**src/rtl/labyrinth_pkg.sv**
```systemverilog
// Shared constants, FSM state type and the saturating velocity adder for the
// tilt-ball physics stage.
package labyrinth_pkg;

    localparam int H_ACTIVE     = 1280;  // visible pixels per line
    localparam int V_ACTIVE     = 1024;  // visible lines per frame
    localparam int BALL_R       = 16;    // ball radius in pixels
    localparam int FRAC         = 4;     // sub-pixel bits of position
    localparam int VW           = 12;    // signed velocity width
    localparam int VMAX         = 400;   // velocity saturation magnitude
    localparam int DEADZONE     = 4;     // |tilt| at or below this reads as 0
    localparam int BOUNCE_SHIFT = 2;     // wall bounce keeps v/4, reversed
    localparam int TILT_W       = 8;     // accelerometer sample width

    // Saturation limits at the widened adder width.
    localparam logic signed [VW:0] VLIM   = (VW + 1)'(VMAX);
    localparam logic signed [VW:0] VLIM_N = -VLIM;

    typedef enum logic [1:0] {
        IDLE,
        VEL,
        POS,
        CLAMP
    } phys_state_t;

    // v + a evaluated one bit wider than v so the sum cannot wrap, then
    // clipped to +/-VMAX.
    function automatic logic signed [VW-1:0] sat_add(
        input logic signed [VW-1:0]     v,
        input logic signed [TILT_W-1:0] a
    );
        logic signed [VW:0] sum;
        sum = (VW + 1)'(v) + (VW + 1)'(a);
        if (sum > VLIM) begin
            sat_add = VLIM[VW-1:0];
        end else if (sum < VLIM_N) begin
            sat_add = VLIM_N[VW-1:0];
        end else begin
            sat_add = sum[VW-1:0];
        end
    endfunction

endpackage

```
**src/rtl/axis_integrator.sv**
```systemverilog
// One axis of the ball physics: tilt deadzone, velocity integration with
// saturation, position integration and wall clamp with damped bounce.
// The parent FSM sequences the steps through the do_* strobes.
module axis_integrator
    import labyrinth_pkg::*;
#(
    parameter int EXTENT = H_ACTIVE,
    parameter int OUT_W  = 11
) (
    input  logic              clk,
    input  logic              rst_n,
    input  logic              recenter,
    input  logic [TILT_W-1:0] tilt_raw,
    output logic [TILT_W-1:0] tilt_dz,
    input  logic [TILT_W-1:0] tilt_lat,
    input  logic              start,
    input  logic              do_vel,
    input  logic              do_pos,
    input  logic              do_clamp,
    output logic [OUT_W-1:0]  center_px,
    output logic              hit_lo,
    output logic              hit_hi
);

    // Position carries two spare bits above the pixel range so an overshoot
    // past either wall is still representable (negative or above EXTENT).
    localparam int PW  = OUT_W + FRAC;
    localparam int PSW = PW + 2;

    localparam logic signed [PSW-1:0] P_CENTRE = PSW'((EXTENT / 2) << FRAC);
    localparam logic signed [PSW-1:0] P_LO     = PSW'(BALL_R << FRAC);
    localparam logic signed [PSW-1:0] P_HI     = PSW'((EXTENT - 1 - BALL_R) << FRAC);

    localparam logic signed [TILT_W-1:0] DZ_P = TILT_W'(DEADZONE);
    localparam logic signed [TILT_W-1:0] DZ_N = -DZ_P;

    logic signed [PSW-1:0]    pos;
    logic signed [PSW-1:0]    pos_step;
    logic signed [PSW-1:0]    pos_clamped;
    logic signed [VW-1:0]     vel;
    logic signed [VW-1:0]     vel_bounce;
    logic signed [TILT_W-1:0] a_frame;
    logic                     lo;
    logic                     hi;

    // Small tilts from a resting board are noise; flatten them to zero.
    function automatic logic [TILT_W-1:0] deadzone(input logic signed [TILT_W-1:0] t);
        if ((t <= DZ_P) && (t >= DZ_N)) begin
            deadzone = '0;
        end else begin
            deadzone = t;
        end
    endfunction

    assign tilt_dz    = deadzone(tilt_raw);
    assign pos_step   = pos + PSW'(vel);
    assign vel_bounce = -(vel >>> BOUNCE_SHIFT);
    assign center_px  = pos_clamped[FRAC +: OUT_W];
    assign hit_lo     = lo;
    assign hit_hi     = hi;

    // Wall test on the freshly integrated position; only one side can trip
    // because the ball is much smaller than the screen.
    always_comb begin
        pos_clamped = pos;
        lo          = 1'b0;
        hi          = 1'b0;
        if (pos < P_LO) begin
            pos_clamped = P_LO;
            lo          = 1'b1;
        end else if (pos > P_HI) begin
            pos_clamped = P_HI;
            hi          = 1'b1;
        end
    end

    // Physics state: frame tilt snapshot, velocity and position registers.
    always_ff @(posedge clk or negedge rst_n) begin
        if (!rst_n) begin
            pos     <= P_CENTRE;
            vel     <= '0;
            a_frame <= '0;
        end else if (recenter) begin
            pos <= P_CENTRE;
            vel <= '0;
        end else begin
            // Snapshot taken as the frame starts, so a sample landing on the
            // same edge or mid-update waits for the following frame.
            if (start) begin
                a_frame <= tilt_lat;
            end
            if (do_vel) begin
                vel <= sat_add(vel, a_frame);
            end
            if (do_pos) begin
                pos <= pos_step;
            end
            if (do_clamp) begin
                pos <= pos_clamped;
                if (lo || hi) begin
                    vel <= vel_bounce;
                end
            end
        end
    end

endmodule

```
**src/rtl/tilt_ball_integrator.sv**
```systemverilog
// Ball physics stage between the accelerometer reader and the VGA renderer.
// Latches tilt samples, runs one integrate/clamp pass per frame tick and
// publishes both centre coordinates together on the same edge.
module tilt_ball_integrator
    import labyrinth_pkg::*;
(
    input  logic        clk,
    input  logic        rst_n,
    input  logic        sample_valid,
    input  logic [7:0]  xdata,
    input  logic [7:0]  ydata,
    input  logic        frame_tick,
    input  logic        recenter,
    output logic [10:0] xcenter,
    output logic [9:0]  ycenter,
    output logic [3:0]  wall_hit,
    output logic        update_done
);

    localparam logic [10:0] X_MID = 11'(H_ACTIVE / 2);
    localparam logic [9:0]  Y_MID = 10'(V_ACTIVE / 2);

    phys_state_t       state;
    logic              pending;
    logic [TILT_W-1:0] ax;
    logic [TILT_W-1:0] ay;
    logic [TILT_W-1:0] ax_dz;
    logic [TILT_W-1:0] ay_dz;
    logic [10:0]       x_px;
    logic [9:0]        y_px;
    logic              x_lo;
    logic              x_hi;
    logic              y_lo;
    logic              y_hi;
    logic              start;
    logic              do_vel;
    logic              do_pos;
    logic              do_clamp;

    // Both axes step in lockstep off the single FSM.
    assign start    = (state == IDLE) && (frame_tick || pending);
    assign do_vel   = (state == VEL);
    assign do_pos   = (state == POS);
    assign do_clamp = (state == CLAMP);

    axis_integrator #(
        .EXTENT (H_ACTIVE),
        .OUT_W  (11)
    ) u_axis_x (
        .clk       (clk),
        .rst_n     (rst_n),
        .recenter  (recenter),
        .tilt_raw  (xdata),
        .tilt_dz   (ax_dz),
        .tilt_lat  (ax),
        .start     (start),
        .do_vel    (do_vel),
        .do_pos    (do_pos),
        .do_clamp  (do_clamp),
        .center_px (x_px),
        .hit_lo    (x_lo),
        .hit_hi    (x_hi)
    );

    axis_integrator #(
        .EXTENT (V_ACTIVE),
        .OUT_W  (10)
    ) u_axis_y (
        .clk       (clk),
        .rst_n     (rst_n),
        .recenter  (recenter),
        .tilt_raw  (ydata),
        .tilt_dz   (ay_dz),
        .tilt_lat  (ay),
        .start     (start),
        .do_vel    (do_vel),
        .do_pos    (do_pos),
        .do_clamp  (do_clamp),
        .center_px (y_px),
        .hit_lo    (y_lo),
        .hit_hi    (y_hi)
    );

    // Tilt latch: accepts a new deadzoned sample pair in any state.
    always_ff @(posedge clk or negedge rst_n) begin
        if (!rst_n) begin
            ax <= '0;
            ay <= '0;
        end else if (sample_valid) begin
            ax <= ax_dz;
            ay <= ay_dz;
        end
    end

    // Frame sequencer with one-deep tick queue and registered outputs.
    always_ff @(posedge clk or negedge rst_n) begin
        if (!rst_n) begin
            state       <= IDLE;
            pending     <= 1'b0;
            xcenter     <= X_MID;
            ycenter     <= Y_MID;
            wall_hit    <= '0;
            update_done <= 1'b0;
        end else if (recenter) begin
            state       <= IDLE;
            pending     <= 1'b0;
            xcenter     <= X_MID;
            ycenter     <= Y_MID;
            wall_hit    <= '0;
            update_done <= 1'b0;
        end else begin
            wall_hit    <= '0;
            update_done <= 1'b0;
            case (state)
                IDLE: begin
                    if (frame_tick || pending) begin
                        state   <= VEL;
                        pending <= 1'b0;
                    end
                end
                VEL: begin
                    state <= POS;
                    if (frame_tick) begin
                        pending <= 1'b1;
                    end
                end
                POS: begin
                    state <= CLAMP;
                    if (frame_tick) begin
                        pending <= 1'b1;
                    end
                end
                CLAMP: begin
                    state       <= IDLE;
                    xcenter     <= x_px;
                    ycenter     <= y_px;
                    wall_hit    <= {y_hi, y_lo, x_hi, x_lo};
                    update_done <= 1'b1;
                    if (frame_tick) begin
                        pending <= 1'b1;
                    end
                end
                default: begin
                    state <= IDLE;
                end
            endcase
        end
    end

endmodule
```
**config.mk**
```make
export PLATFORM = sky130hd
export DESIGN_NAME = tilt_ball_integrator
export DESIGN_NICKNAME = d
export VERILOG_FILES = /design/src/rtl/labyrinth_pkg.sv /design/src/rtl/axis_integrator.sv /design/src/rtl/tilt_ball_integrator.sv
export SDC_FILE = /design/constraint.sdc
export NUM_CORES = 1
export LEC_CHECK = 0
export CAP_MARGIN = 20
export CORE_MARGIN = 5
export CORE_UTILIZATION = 45
export CTS_CLUSTER_DIAMETER = 200
export DETAILED_ROUTE_END_ITERATION = 7
export GPL_TIMING_DRIVEN = 0
export PLACE_DENSITY = 0.64
export SKIP_LAST_GASP = 1
export SYNTH_ARGS = -nofsm -noshare
export SYNTH_HDL_FRONTEND = slang
export SYNTH_SLANG_ARGS = --single-unit
```
**constraint.sdc**
```tcl
create_clock -name clk -period 3.1 [get_ports clk]
set_input_delay 0.62 -clock clk [delete_from_list [all_inputs] [get_ports clk]]
set_output_delay 0.62 -clock clk [all_outputs]
set_load 0.05 [all_outputs]
```
=== After elaboration in Yosys (flattened, before gate mapping) ===
Index checks and enable logic that the tools add are counted.

* Register bits after elaboration: 118
* Input port bits: 21
* Word-level logic and storage cells: 101

* Add/subtract/negate cells: 6
* Magnitude comparators: 12
* Eq/ne operators: 7
* Mux-type cells: 45
* Bitwise operators: 1
* Reductions and logical operators: 14

{| class="wikitable"
|+ Operators with widths
! kind !! number
|-
| 12-bit two-way mux || 12
|-
| 17-bit two-way mux || 5
|-
| 16-bit two-way mux || 5
|-
| 12-bit by 8-bit adder with 13-bit output || 2
|-
| 13-bit by 10-bit > comparator with 1-bit output (second input constant) || 2
|-
| 13-bit by 10-bit less-than comparator with 1-bit output (second input constant) || 2
|-
| 10-bit negation with 12-bit output || 2
|-
| 11-bit two-way mux || 2
|-
| 10-bit two-way mux || 2
|-
| 17-bit by 12-bit adder with 17-bit output || 1
|-
| 17-bit by 16-bit > comparator with 1-bit output (second input constant) || 1
|-
| 17-bit by 10-bit less-than comparator with 1-bit output (second input constant) || 1
|-
| 16-bit by 12-bit adder with 16-bit output || 1
|-
| 8-bit by 3-bit >= comparator with 1-bit output (second input constant) || 2
|-
| 16-bit by 15-bit > comparator with 1-bit output (second input constant) || 1
|-
| 8-bit by 4-bit less-or-equal comparator with 1-bit output (second input constant) || 2
|-
| 16-bit by 10-bit less-than comparator with 1-bit output (second input constant) || 1
|-
| 8-bit two-way mux || 2
|-
| 1-bit two-way mux || 11
|-
| 4-bit two-way mux || 2
|-
| 4-bit by 2-bit != test with 1-bit output (second input constant) || 2
|-
| 2-bit one-hot mux with 4 select lines || 1
|-
| 2-bit AND reduction || 4
|-
| 2-bit == test (second input constant) || 2
|-
| 12 further kinds || 17
|}

=== Depth between registers and ports, before layout ===
Gate-level depths: netlist of run 1.

* Word-level depth: 8
* Depth in mapped cells: 11
* Depth with buffers taken out: 11

=== Hierarchy ===
Synthesis of run 1 repeated with hierarchy kept, for this count alone.

* Cell total of the unflattened synthesis: 983
* Area, all modules: 8831.0 sq um

{| class="wikitable"
|+ By module, submodules not included
! module !! times used !! cells an instance !! area each (sq um) !! sequential area each (sq um)
|-
| axis_integrator at u_axis_x || 1 || 434 || 3573.4 || 928.4
|-
| axis_integrator at u_axis_y || 1 || 417 || 3444.6 || 902.1
|-
| tilt_ball_integrator || 1 || 132 || 1813.0 || 1129.8
|}

=== Worst setup path after synthesis of run 1 ===
OpenSTA, ideal clock, no wires.

* Path type: reg-to-reg
* Start: reg u_axis_x.vel[0]
* End: reg u_axis_x.vel[4]
* Setup time: 0.124 ns
* Data arrival time: 2.857 ns
* Data required time: 2.976 ns
* Setup slack: 0.119 ns
* Cell stages (with the launch flop): 12
* Path buffers: 0
* Path through: dfrtp_1 ha_1 inv_1 fa_1 nand2b_1 a211o_1 a21o_1 o2111a_1 a2111oi_2 a32oi_1 or2_1 o31a_1

* Cells in the longest elaborated chain, start to end: 8
* Elaborated cells on any way between the ends: 9
* Classes of those cells: add/sub: 1; order compare: 2; mux: 6

{| class="wikitable"
|+ RTL lines
! what !! line !! RTL
|-
| start, declared || axis_integrator.sv:40 || <nowiki>logic signed [VW-1:0] vel;</nowiki>
|-
| start signal, assigned || axis_integrator.sv:93 || <nowiki>vel <= sat_add(vel, a_frame);</nowiki>
|-
| start signal, assigned || axis_integrator.sv:101 || <nowiki>vel <= vel_bounce;</nowiki>
|-
| 12-bit by 8-bit adder with 13-bit output (*) || labyrinth_pkg.sv:33 || <nowiki>sum = (VW + 1)'(v) + (VW + 1)'(a);</nowiki>
|-
| 13-bit by 10-bit less-than comparator with 1-bit output || labyrinth_pkg.sv:36 || <nowiki>end else if (sum < VLIM_N) begin</nowiki>
|-
| 12-bit two-way mux || labyrinth_pkg.sv:36 ||
|-
| 12-bit two-way mux (*) || labyrinth_pkg.sv:34 || <nowiki>if (sum > VLIM) begin</nowiki>
|-
| 12-bit two-way mux (*) || axis_integrator.sv:92 || <nowiki>if (do_vel) begin</nowiki>
|-
| 12-bit two-way mux || axis_integrator.sv:100 || <nowiki>if (lo || hi) begin</nowiki>
|-
| 12-bit two-way mux (*) || axis_integrator.sv:98 || <nowiki>if (do_clamp) begin</nowiki>
|-
| 12-bit two-way mux (*) || axis_integrator.sv:83 || <nowiki>end else if (recenter) begin</nowiki>
|}

Every way passes the cells marked *; elsewhere a longest branch is shown, timed or not.
A chain may end at the register's enable or synchronous reset.

=== Worst setup path in the final report of run 1 ===
* Start: reg u_axis_x.vel[0]
* End: reg u_axis_x.vel[6]

The elaborated chain is that of the path after synthesis.

==> results.sh, run 1 <==
export IMPL_status="finished with violations"
export IMPL_violations="negative setup slack"
export IMPL_synth_cells=962
export IMPL_synth_area_um2=8364
export IMPL_area_growth_syn_to_layout_pct=19.85
export IMPL_drtIter0Drc=391
export IMPL_power_density_nw_per_um2=952.1
export IMPL_post_route_min_period_ps=3193
export IMPL_synth_xor_area_share_pct=6.073
export IMPL_start_kind="register"
export IMPL_drc=0
export IMPL_yosysMostFrequentCell="dfrtp_1"
export IMPL_num_rows=49
export IMPL_cpPeakStageDelay_ps=480
export IMPL_cts_root_buf="clkbuf_16"
export IMPL_synthMuxAreaShare_pct=0.9574
export IMPL_diodes=0
export IMPL_ys_types=78
export IMPL_total_power_mw=9.544
export IMPL_grt_pass1_wl_um=37700
export IMPL_start_util_pct=46.09
export IMPL_synth_top_family_by_area="compound AO/OA/AOI/OAI gates"
export IMPL_whs_ps=123.4
export IMPL_p_leak_nw=4.499
export IMPL_dieHeight_um=146.3
export IMPL_rsz0062_at_grt="true"
export IMPL_cts_tree="done"
export IMPL_setup_tns_ps=-460.9
export IMPL_post_route_worst_setup_slack_ps=-92.80
export IMPL_ys_seq_area_share_pct=35.39
export IMPL_synth_edf_count=0
export IMPL_ys_async_sr_fraction_pct=100.0
export IMPL_grt_pass1_vias=7267
export IMPL_port_buffers=46
export IMPL_path_max_fanout=5
export IMPL_fmax_mhz=313.2
export IMPL_wirelength_um=23150
export IMPL_ys_ff_latch=118
export IMPL_clock_latency_ps=430
export IMPL_die_w_um=146.3
export IMPL_path_clk_slew_ps=50
export IMPL_yosys_area_top_type="dfrtp_1"
export IMPL_pin_count=47
export IMPL_finalCritPeriodShare_pct=103.0
export IMPL_synth_simple_area_share_pct=16.56
export IMPL_overflow=0
export IMPL_grt_total_usage_pct=21.43
export IMPL_maxSlewViolCount=0
export IMPL_setup_violations=6
export IMPL_routabilityCongestion=0.8808
export IMPL_critPathArrivalTime_ps=3500
export IMPL_clkSinkCount=118
export IMPL_synth_area_per_cell_um2=8.695
export IMPL_crit_family="compound AO/OA/AOI/OAI gates"
export IMPL_num_nets_final=1126
export IMPL_worstPathRequired_ps=3410
export IMPL_cts_made_buffers=17
export IMPL_cts_max_level=4
export IMPL_drive_gt1_share_pct=9.221
export IMPL_ys_top_cells_by_count="dfrtp_1 (112), nand2_1 (93), a21oi_1 (77)"
export IMPL_num_vias=7583
export IMPL_wl_per_cell_um=18.07
export IMPL_ctsHoldBuffers=0
export IMPL_synth_compound_area_share_pct=26.52
export IMPL_vdd_drop_max_v=0.0006742
export IMPL_worstMarginPinSlew_ps=837.9
export IMPL_antenna_found_initial=0
export IMPL_hold_viol_final=0
export IMPL_first_pass_iters=5
export IMPL_crit_chain="ha_2 -> inv_2 -> fa_2 -> nand2b_4 -> a211o_1 -> a21o_1 -> o2111a_2 -> a2111oi_0 -> o2bb2ai_2 -> a31o_2 -> a221oi_1"
export IMPL_hold_path_class="in -> async"
export IMPL_die_area_um2=21410
export IMPL_endpoint_kind="register"
export IMPL_crit_buf_inv=1
export IMPL_clock_skew_ps=9.268
export IMPL_crit_type="reg -> reg"
export IMPL_synth_fa_ha_area_share_pct=10.23
export IMPL_cts_max_path_buffers=2
export IMPL_synth_area_leaders="dfrtp_1 (34%), ha_1 (9.3%), a21oi_1 (4.6%), nand2_1 (4.2%), xnor2_1 (3.9%)"
export IMPL_via_per_inst=5.920
export IMPL_ys_warn_count=0
export IMPL_synthFlopType="dfrtp_1"
export IMPL_ant_nets=0
export IMPL_postSynthNetCount=1049
export IMPL_grt_start_max_net_pins=77
export IMPL_relSlewSlack_pct=44.14
export IMPL_dp_hpwl_um=16770
export IMPL_fp_coreArea_um2=18150
export IMPL_synth_top_cell_area_share_pct=33.51
export IMPL_maxCapViolCount=0
export IMPL_critPathSlowestCell="a2111oi_0"
[metrics by stage]
| step | setup slack [ps] | instance area, um^2 | util (%) | std cells |
|---|---|---|---|---|
| 2_1_floorplan | 118.8 | 8364 | - | 962 |
| 3_3_place_gp | -3500 | 9111 | 50.21 | 1237 |
| 3_5_place_dp | -383.1 | 9140 | 50.37 | 1238 |
| 4_1_cts | -46.66 | 9829 | 54.16 | 1273 |
| 5_1_grt | -218.9 | 10020 | 55.24 | 1281 |
| 6_report | -92.80 | 10020 | 55.24 | 1281 |
[kinds of logic (layout without fill, tap and decap cells)]
kind of cell | Yosys count | in the layout
compound gates | 328 | 328
flops | 118 | 118
simple gates | 289 | 289
mux | 8 | 8
xor+xnor | 58 | 58
buf+inv | 95 | 185
fa+ha+maj | 66 | 66
[worst reg2reg max path, cell delays in order, from the launching register on]
cell	delay, ps
dfrtp_1	360
ha_2	190
inv_2	40
fa_2	340
nand2b_4	150
a211o_1	320
a21o_1	210
o2111a_2	290
a2111oi_0	480
o2bb2ai_2	190
a31o_2	270
a221oi_1	240
[cell usage in the layout, fill, tap and decap left out, types with 9 or more instances in the layout]
master             n
a21oi_1           76
clkbuf_1          29
o211ai_1          19
ha_1              58
clkdlybuf4s50_1   45
xor2_1            21
o21ai_0           63
inv_1             62
or3_1             12
nor4_1             9
nand3_1           23
clkbuf_16         17
nor2_1            68
o22ai_1           21
nor3_1            31
dfrtp_1          109
xnor2_1           36
a21o_1            20
buf_4             11
a31oi_1           10
nand2b_1          10
o21bai_1           9
nand2_1           93
[cell type report]
class	instances	area, um^2
Timing Repair Buffer	58	571.8
Multi-Input combinational cell	749	5265
Clock buffer	23	478.0
Sequential cell	118	2964
Clock inverter	9	102.6
Inverter	65	244.0
Buffer	30	112.6
Fill cell	1696	8123
Tap cell	229	286.5
[where the power goes]
group          switching [mW]  total (mW)  internal (mW)
sequential              0.470        2.38           1.91
combinational            3.07        5.20           2.13
clock                   0.717        1.96           1.24
total                    4.26        9.54           5.28
[layer usage]
layer	vias to the layer above	routed length, um	global-route usage [%]
met5	-	0	0
met4	0	320	5.221
met3	24	832	3.936
met2	152	10910	34.80
met1	3684	11090	29.80
li1	3723	-	-
[registers in the layout (all words and copies together), names as in the netlist]
signal and flops:
u_axis_y.a_frame 8, u_axis_y.vel 12, wall_hit 4, state 2, ax 8, update_done 1, u_axis_x.pos 17, ay 8
xcenter 11, ycenter 10, u_axis_y.pos 16, pending 1, u_axis_x.vel 12, u_axis_x.a_frame 8
[path summary, 6_finish.rpt]
kind	from	end	slack, ps	depth (start not counted)
worst max-delay path	u_axis_x.vel[0]	u_axis_x.vel[6]	-90	11
worst min-delay path	rst_n	u_axis_y.vel[11]	120	1
worst max register to register	u_axis_x.vel[0]	u_axis_x.vel[6]	-90	11
worst min register to register	ycenter[9]	ycenter[9]	480	2
max in group asynchronous	rst_n	u_axis_y.vel[5]	2240	2
min in group clk	ycenter[9]	ycenter[9]	480	2
[what timing repair did]
action                     in CTS  in global routing
setup buffers                   3                  8
setup endpoints to repair      17                 23
pin swaps                       7                 10
gates resized for setup        18                 23
Power figures use the tool's default switching activity.
==> run 2: changes to the inputs <==
Settings changed: CAP_MARGIN 20 to unset, CTS_CLUSTER_SIZE set to 14, SLEW_MARGIN set to 10.
==> results of run 2 <==
Same layout as run 1: the final DEF is identical, and so are final timing and power.
